$ cat config.mk
export PLATFORM = sky130hd
export DESIGN_NAME = tile_draw_datapath
export DESIGN_NICKNAME = d
export VERILOG_FILES = /design/src/rtl/graphics_pkg.sv /design/src/rtl/pixel_scan_counter.sv /design/src/rtl/tile_draw_datapath.sv
export SDC_FILE = /design/constraint.sdc
export NUM_CORES = 1
export LEC_CHECK = 0
export BUFFER_PORTS_ARGS = -buffer_cell sky130_fd_sc_hd__buf_2
export CORE_UTILIZATION = 50
export DETAILED_ROUTE_END_ITERATION = 12
export GPL_ROUTABILITY_DRIVEN = 1
export PLACE_DENSITY_LB_ADDON = 0.2
export SLEW_MARGIN = 20
export SYNTH_ARGS = -nofsm -noshare
export SYNTH_HDL_FRONTEND = slang
export SYNTH_SLANG_ARGS = --single-unit
$ cat constraint.sdc
create_clock -name clock -period 5 [get_ports clock]
set_input_delay 1 -clock clock [delete_from_list [all_inputs] [get_ports clock]]
set_output_delay 1 -clock clock [all_outputs]
set_load 0.1 [all_outputs]
$ cat src/rtl/graphics_pkg.sv
// Shared constants and types for the tile graphics path: tile geometry defaults,
// colour codes, the tile origin table and the draw FSM encoding.
package graphics_pkg;

    localparam int TILE_W_DEFAULT = 80;
    localparam int TILE_H_DEFAULT = 60;

    localparam logic [2:0] COL_RED    = 3'b100;
    localparam logic [2:0] COL_GREEN  = 3'b010;
    localparam logic [2:0] COL_BLUE   = 3'b001;
    localparam logic [2:0] COL_YELLOW = 3'b110;
    localparam logic [2:0] COL_FLASH  = 3'b111;

    // Origin table indexed by tile: bit set means offset by one tile width/height.
    localparam logic [3:0] ORIGIN_COL = 4'b1010;
    localparam logic [3:0] ORIGIN_ROW = 4'b1100;

    typedef enum logic [1:0] {
        ST_IDLE = 2'd0,
        ST_DRAW = 2'd1,
        ST_DONE = 2'd2
    } draw_state_t;

    function automatic logic [2:0] tile_colour(input logic [1:0] tile, input logic flash);
        logic [2:0] col;
        case (tile)
            2'd0:    col = COL_RED;
            2'd1:    col = COL_GREEN;
            2'd2:    col = COL_BLUE;
            default: col = COL_YELLOW;
        endcase
        return flash ? COL_FLASH : col;
    endfunction

endpackage

$ cat src/rtl/pixel_scan_counter.sv
// Row-major 2-D raster counter over a W x H rectangle with synchronous clear,
// count enable and a flag marking the final (W-1, H-1) position.
module pixel_scan_counter #(
    parameter int W  = 80,
    parameter int H  = 60,
    parameter int XW = 8,
    parameter int YW = 7
) (
    input  logic          clock,
    input  logic          resetn,
    input  logic          clear,
    input  logic          enable,
    output logic [XW-1:0] cx,
    output logic [YW-1:0] cy,
    output logic          last
);

    localparam logic [XW-1:0] CX_LAST = XW'(W - 1);
    localparam logic [YW-1:0] CY_LAST = YW'(H - 1);

    assign last = (cx == CX_LAST) && (cy == CY_LAST);

    always_ff @(posedge clock or negedge resetn) begin
        if (!resetn) begin
            cx <= '0;
            cy <= '0;
        end else if (clear) begin
            cx <= '0;
            cy <= '0;
        end else if (enable) begin
            if (cx == CX_LAST) begin
                cx <= '0;
                cy <= (cy == CY_LAST) ? '0 : cy + 1'b1;
            end else begin
                cx <= cx + 1'b1;
            end
        end
    end

endmodule

$ cat src/rtl/tile_draw_datapath.sv
// Draws one quarter-screen tile: latches tile/flash selection, raster-scans the
// tile rectangle one pixel per cycle into the VGA adapter and pulses done at the end.
module tile_draw_datapath
    import graphics_pkg::*;
#(
    parameter int TILE_W = TILE_W_DEFAULT,
    parameter int TILE_H = TILE_H_DEFAULT,
    parameter int X_W    = 8,
    parameter int Y_W    = 7
) (
    input  logic           clock,
    input  logic           resetn,
    input  logic           ld_t0,
    input  logic           ld_t1,
    input  logic           ld_t2,
    input  logic           ld_t3,
    input  logic           ld_flash,
    input  logic           start,
    output logic [X_W-1:0] x,
    output logic [Y_W-1:0] y,
    output logic [2:0]     colour,
    output logic           plot,
    output logic           busy,
    output logic           done,
    output logic [1:0]     fsm_state
);

    // plot is a valid strobe with no ready: the adapter takes every offered pixel,
    // and x/y/colour are only meaningful in cycles where plot is high.
    draw_state_t    state;
    logic [1:0]     tile;
    logic           flash;
    logic           any_ld;
    logic [1:0]     ld_idx;
    logic           scan_clear;
    logic           scan_en;
    logic           scan_last;
    logic [X_W-1:0] cx;
    logic [Y_W-1:0] cy;
    logic [X_W-1:0] ox;
    logic [Y_W-1:0] oy;

    always_comb begin
        any_ld = ld_t0 | ld_t1 | ld_t2 | ld_t3;
        if (ld_t0)      ld_idx = 2'd0;
        else if (ld_t1) ld_idx = 2'd1;
        else if (ld_t2) ld_idx = 2'd2;
        else            ld_idx = 2'd3;
    end

    assign scan_clear = (state == ST_IDLE);
    assign scan_en    = (state == ST_DRAW);

    pixel_scan_counter #(
        .W (TILE_W),
        .H (TILE_H),
        .XW(X_W),
        .YW(Y_W)
    ) u_scan (
        .clock (clock),
        .resetn(resetn),
        .clear (scan_clear),
        .enable(scan_en),
        .cx    (cx),
        .cy    (cy),
        .last  (scan_last)
    );

    assign ox        = ORIGIN_COL[tile] ? X_W'(TILE_W) : '0;
    assign oy        = ORIGIN_ROW[tile] ? Y_W'(TILE_H) : '0;
    assign x         = ox + cx;
    assign y         = oy + cy;
    assign colour    = plot ? tile_colour(tile, flash) : 3'b000;
    assign fsm_state = state;

    always_ff @(posedge clock or negedge resetn) begin
        if (!resetn) begin
            state <= ST_IDLE;
            tile  <= 2'd0;
            flash <= 1'b0;
            plot  <= 1'b0;
            busy  <= 1'b0;
            done  <= 1'b0;
        end else begin
            case (state)
                ST_IDLE: begin
                    if (any_ld)   tile  <= ld_idx;
                    if (ld_flash) flash <= 1'b1;
                    if (start) begin
                        state <= ST_DRAW;
                        plot  <= 1'b1;
                        busy  <= 1'b1;
                    end
                end
                ST_DRAW: begin
                    if (scan_last) begin
                        state <= ST_DONE;
                        plot  <= 1'b0;
                        done  <= 1'b1;
                    end
                end
                ST_DONE: begin
                    state <= ST_IDLE;
                    busy  <= 1'b0;
                    done  <= 1'b0;
                    flash <= 1'b0;
                end
                default: begin
                    state <= ST_IDLE;
                    plot  <= 1'b0;
                    busy  <= 1'b0;
                    done  <= 1'b0;
                end
            endcase
        end
    end

endmodule

==> results.txt <==
critical path capture point type: output port
worst relative slew slack: 44.89%
H-Tree Depth: 1
fmax: 292.1 MHz
Final Hold Viols: 0
crit path max fanout: 8
Least-Margin Pin Slew: 0.8236 ns
share of cells above drive strength 1: 25.29%
Post-Synthesis Net Count: 170
Final setup viols: 0
Post-synth top flop: dfrtp_1
Clock Latency Late Sink: 0.31 ns
post-cts repair resize count: 0
top-area cell type share of the netlist area: 39.69%
total clock sinks: 23
Die Width: 55.86 µm
CP Class: reg -> out
post-synth top area cell: dfrtp_1
# IOs: 31
Final Cell Area: 1609 µm²
GR Overflow Total: 0
GP Congestion: 0.8003
Placed Cells: 201
Seq/Total Area, Yosys: 39.69%
shortest clock period the worst path allows after layout: 3.423 ns
clock buffer count from CTS: 3
crit start category: register
Fin Clk Skew: 0.002274 ns
Die Span Y: 55.86 µm
Finished Layout Cells: 205
total of max-cap violations: 0
syn avg cell area: 9.732 µm²
Pins Over Slew Limit: 0
post-synthesis async set-or-reset flop share: 100.0%
area occupied by multi-input gates: 794.5 µm²
via count of the first global-routing pass: 1130
synthesized area: 1450 µm²
pin count of the biggest net entering global routing: 24
root buffer cell: clkbuf_4
remaining antenna violation count after routing: 0
Initial DRT Pass Iterations: 4
post-CTS setup buffer count: 0
Initial Util: 52.59%
DRT Wirelength: 2935 µm
Port Buffers: 30
row cnt: 19
HP Class: reg -> reg
CP required: 4.00 ns
clock buffer depth: 2
DRC: 0
Post-Syn Instances: 149
gr usage total: 20.60%
period utilisation layout: 68.47%
Worst-path clk slew: 0.13 ns
RSZ-0062 raised after global routing: false
DR iter-0 viols: 80
post-DR vias/cell: 5.654
die area: 3120 µm²
Synth warnings: 0
initial antenna violation count: 0
Area contributors post-synth: dfrtp_1, ha_1, nor2_1
hold_buf cts: 0
Layout area overhead: 10.96%
fillcell total: 246
# diodes: 0
first-pass GRT wire length: 5119 µm
outcome: finished, final reports clean
Synth cell types: 45
pwr dens: 511.4 nW/µm²
CTS tree: built
EDFF count, synth: 0
nets@finish: 196
DR WL/cell: 14.32 µm
core area: 2758 µm²
hpwl dp: 2188 µm
TNS Setup: 0 ns
FF+latch count, synth: 23
maximum vdd drop: 512.1 µV
Worst Path Arrival: 2.42 ns
total number of vias: 1159
Reg area: 575.6 µm²
Lkg Pwr: 0.8058 nW
placed cell area: 1582 µm²
==> kinds of logic after synthesis <==
group	synth area share, %
multiplexers	0.6903
adder cells (fa/ha/maj)	11.73
flip-flops	39.69
AO/OA/AOI/OAI	16.57
XOR/XNOR	6.039
AND/OR/NAND/NOR	19.76
buffers and inverters	5.522
==> layer usage <==
layer / vias to the layer above / wire, µm / track usage [%]
met5: - / 0 / 0
met4: 0 / 36 / 6.969
met3: 4 / 101 / 2.326
met2: 25 / 1420 / 34.77
met1: 559 / 1376 / 27.74
li1: 571 / - / -
==> synth_stat cells (2+ instances only) <==
library cell and n:
dfrtp_1 23, nor2_1 18, a21oi_1 12, ha_1 12, nand2_1 9, buf_4 6
inv_1 6, xnor2_1 5, xor2_1 5, nand3_1 4, o21ai_0 4, a21o_1 3
and3_1 3, a22o_1 2, and2_1 2, clkbuf_1 2, nor3_1 2, o211ai_1 2
o21ai_1 2, or3_1 2
==> power by group <==
group | internal (W) | leakage, nW | total [W] | switching, W
sequential | 0.000222 | 0.287 | 0.000279 | 0.0000575
combinational | 0.0000821 | 0.501 | 0.000456 | 0.000374
clock | 0.0000299 | 0.0177 | 0.0000877 | 0.0000577
total | 0.000334 | 0.806 | 0.000823 | 0.000489
==> cell type report <==
class | instances | share of cell area [%]
multi-input cells | 111 | 49.38
flip-flops and latches | 23 | 35.77
repair buffers | 30 | 9.331
well taps | 31 | 2.411
clock buffers | 3 | 1.400
inverters | 6 | 1.400
clock inverters | 1 | 0.3110
==> placed cells by master, fill, tap and decap left out, types with 3 or more instances in the layout <==
cell / n
dfrtp_1: 23
o21ai_0: 4
and3_1: 3
buf_2: 30
inv_1: 6
nor2_1: 18
xor2_1: 5
a21oi_1: 12
ha_1: 12
clkbuf_4: 3
nand2_1: 9
nand3_1: 4
a21o_1: 3
xnor2_1: 5
==> state kept, by name (all words and copies together), names as in the netlist <==
register / flops
u_scan.cy: 7
u_scan.cx: 8
tile: 2
plot: 1
fsm_state: 2
done: 1
busy: 1
flash: 1
==> through the flow <==
| step | total power [W] | worst slack (ns) | util, % | hold slack (ns) |
|---|---|---|---|---|
| 3_3_place_gp | 0.0007304 | 2.003 | 57.35 | 0.4831 |
| 6_report | 0.0008229 | 1.577 | 58.35 | 0.5379 |
| 4_1_cts | 0.0008281 | 1.555 | 58.35 | 0.5386 |
| 3_5_place_dp | 0.0007397 | 1.913 | 57.35 | 0.5136 |
| 5_1_grt | 0.0008625 | 1.474 | 58.35 | 0.5743 |
| 2_1_floorplan | 0.0007069 | 1.390 | - | 0.4923 |
==> worst paths after layout <==
check                                   from            to  slack (ns)  depth (start not counted)
worst max-delay path                 tile[1]          y[6]        1.58                          6
worst min-delay path            u_scan.cy[0]  u_scan.cy[0]        0.54                          1
worst max register to register  fsm_state[1]  u_scan.cy[6]        2.98                          4
worst min register to register  u_scan.cy[0]  u_scan.cy[0]        0.54                          1
max in group asynchronous             resetn  u_scan.cy[0]        4.02                          1
min in group asynchronous             resetn  u_scan.cx[5]        0.63                          1
==> worst max-delay path: stages (launching register included) <==
cell and delay, ns:
dfrtp_1 0.51, ha_1 0.27, fa_1 0.41, a21o_1 0.19, a21oi_1 0.17, xnor2_1 0.13, buf_2 0.44
(Power assumes the default switching activity.)
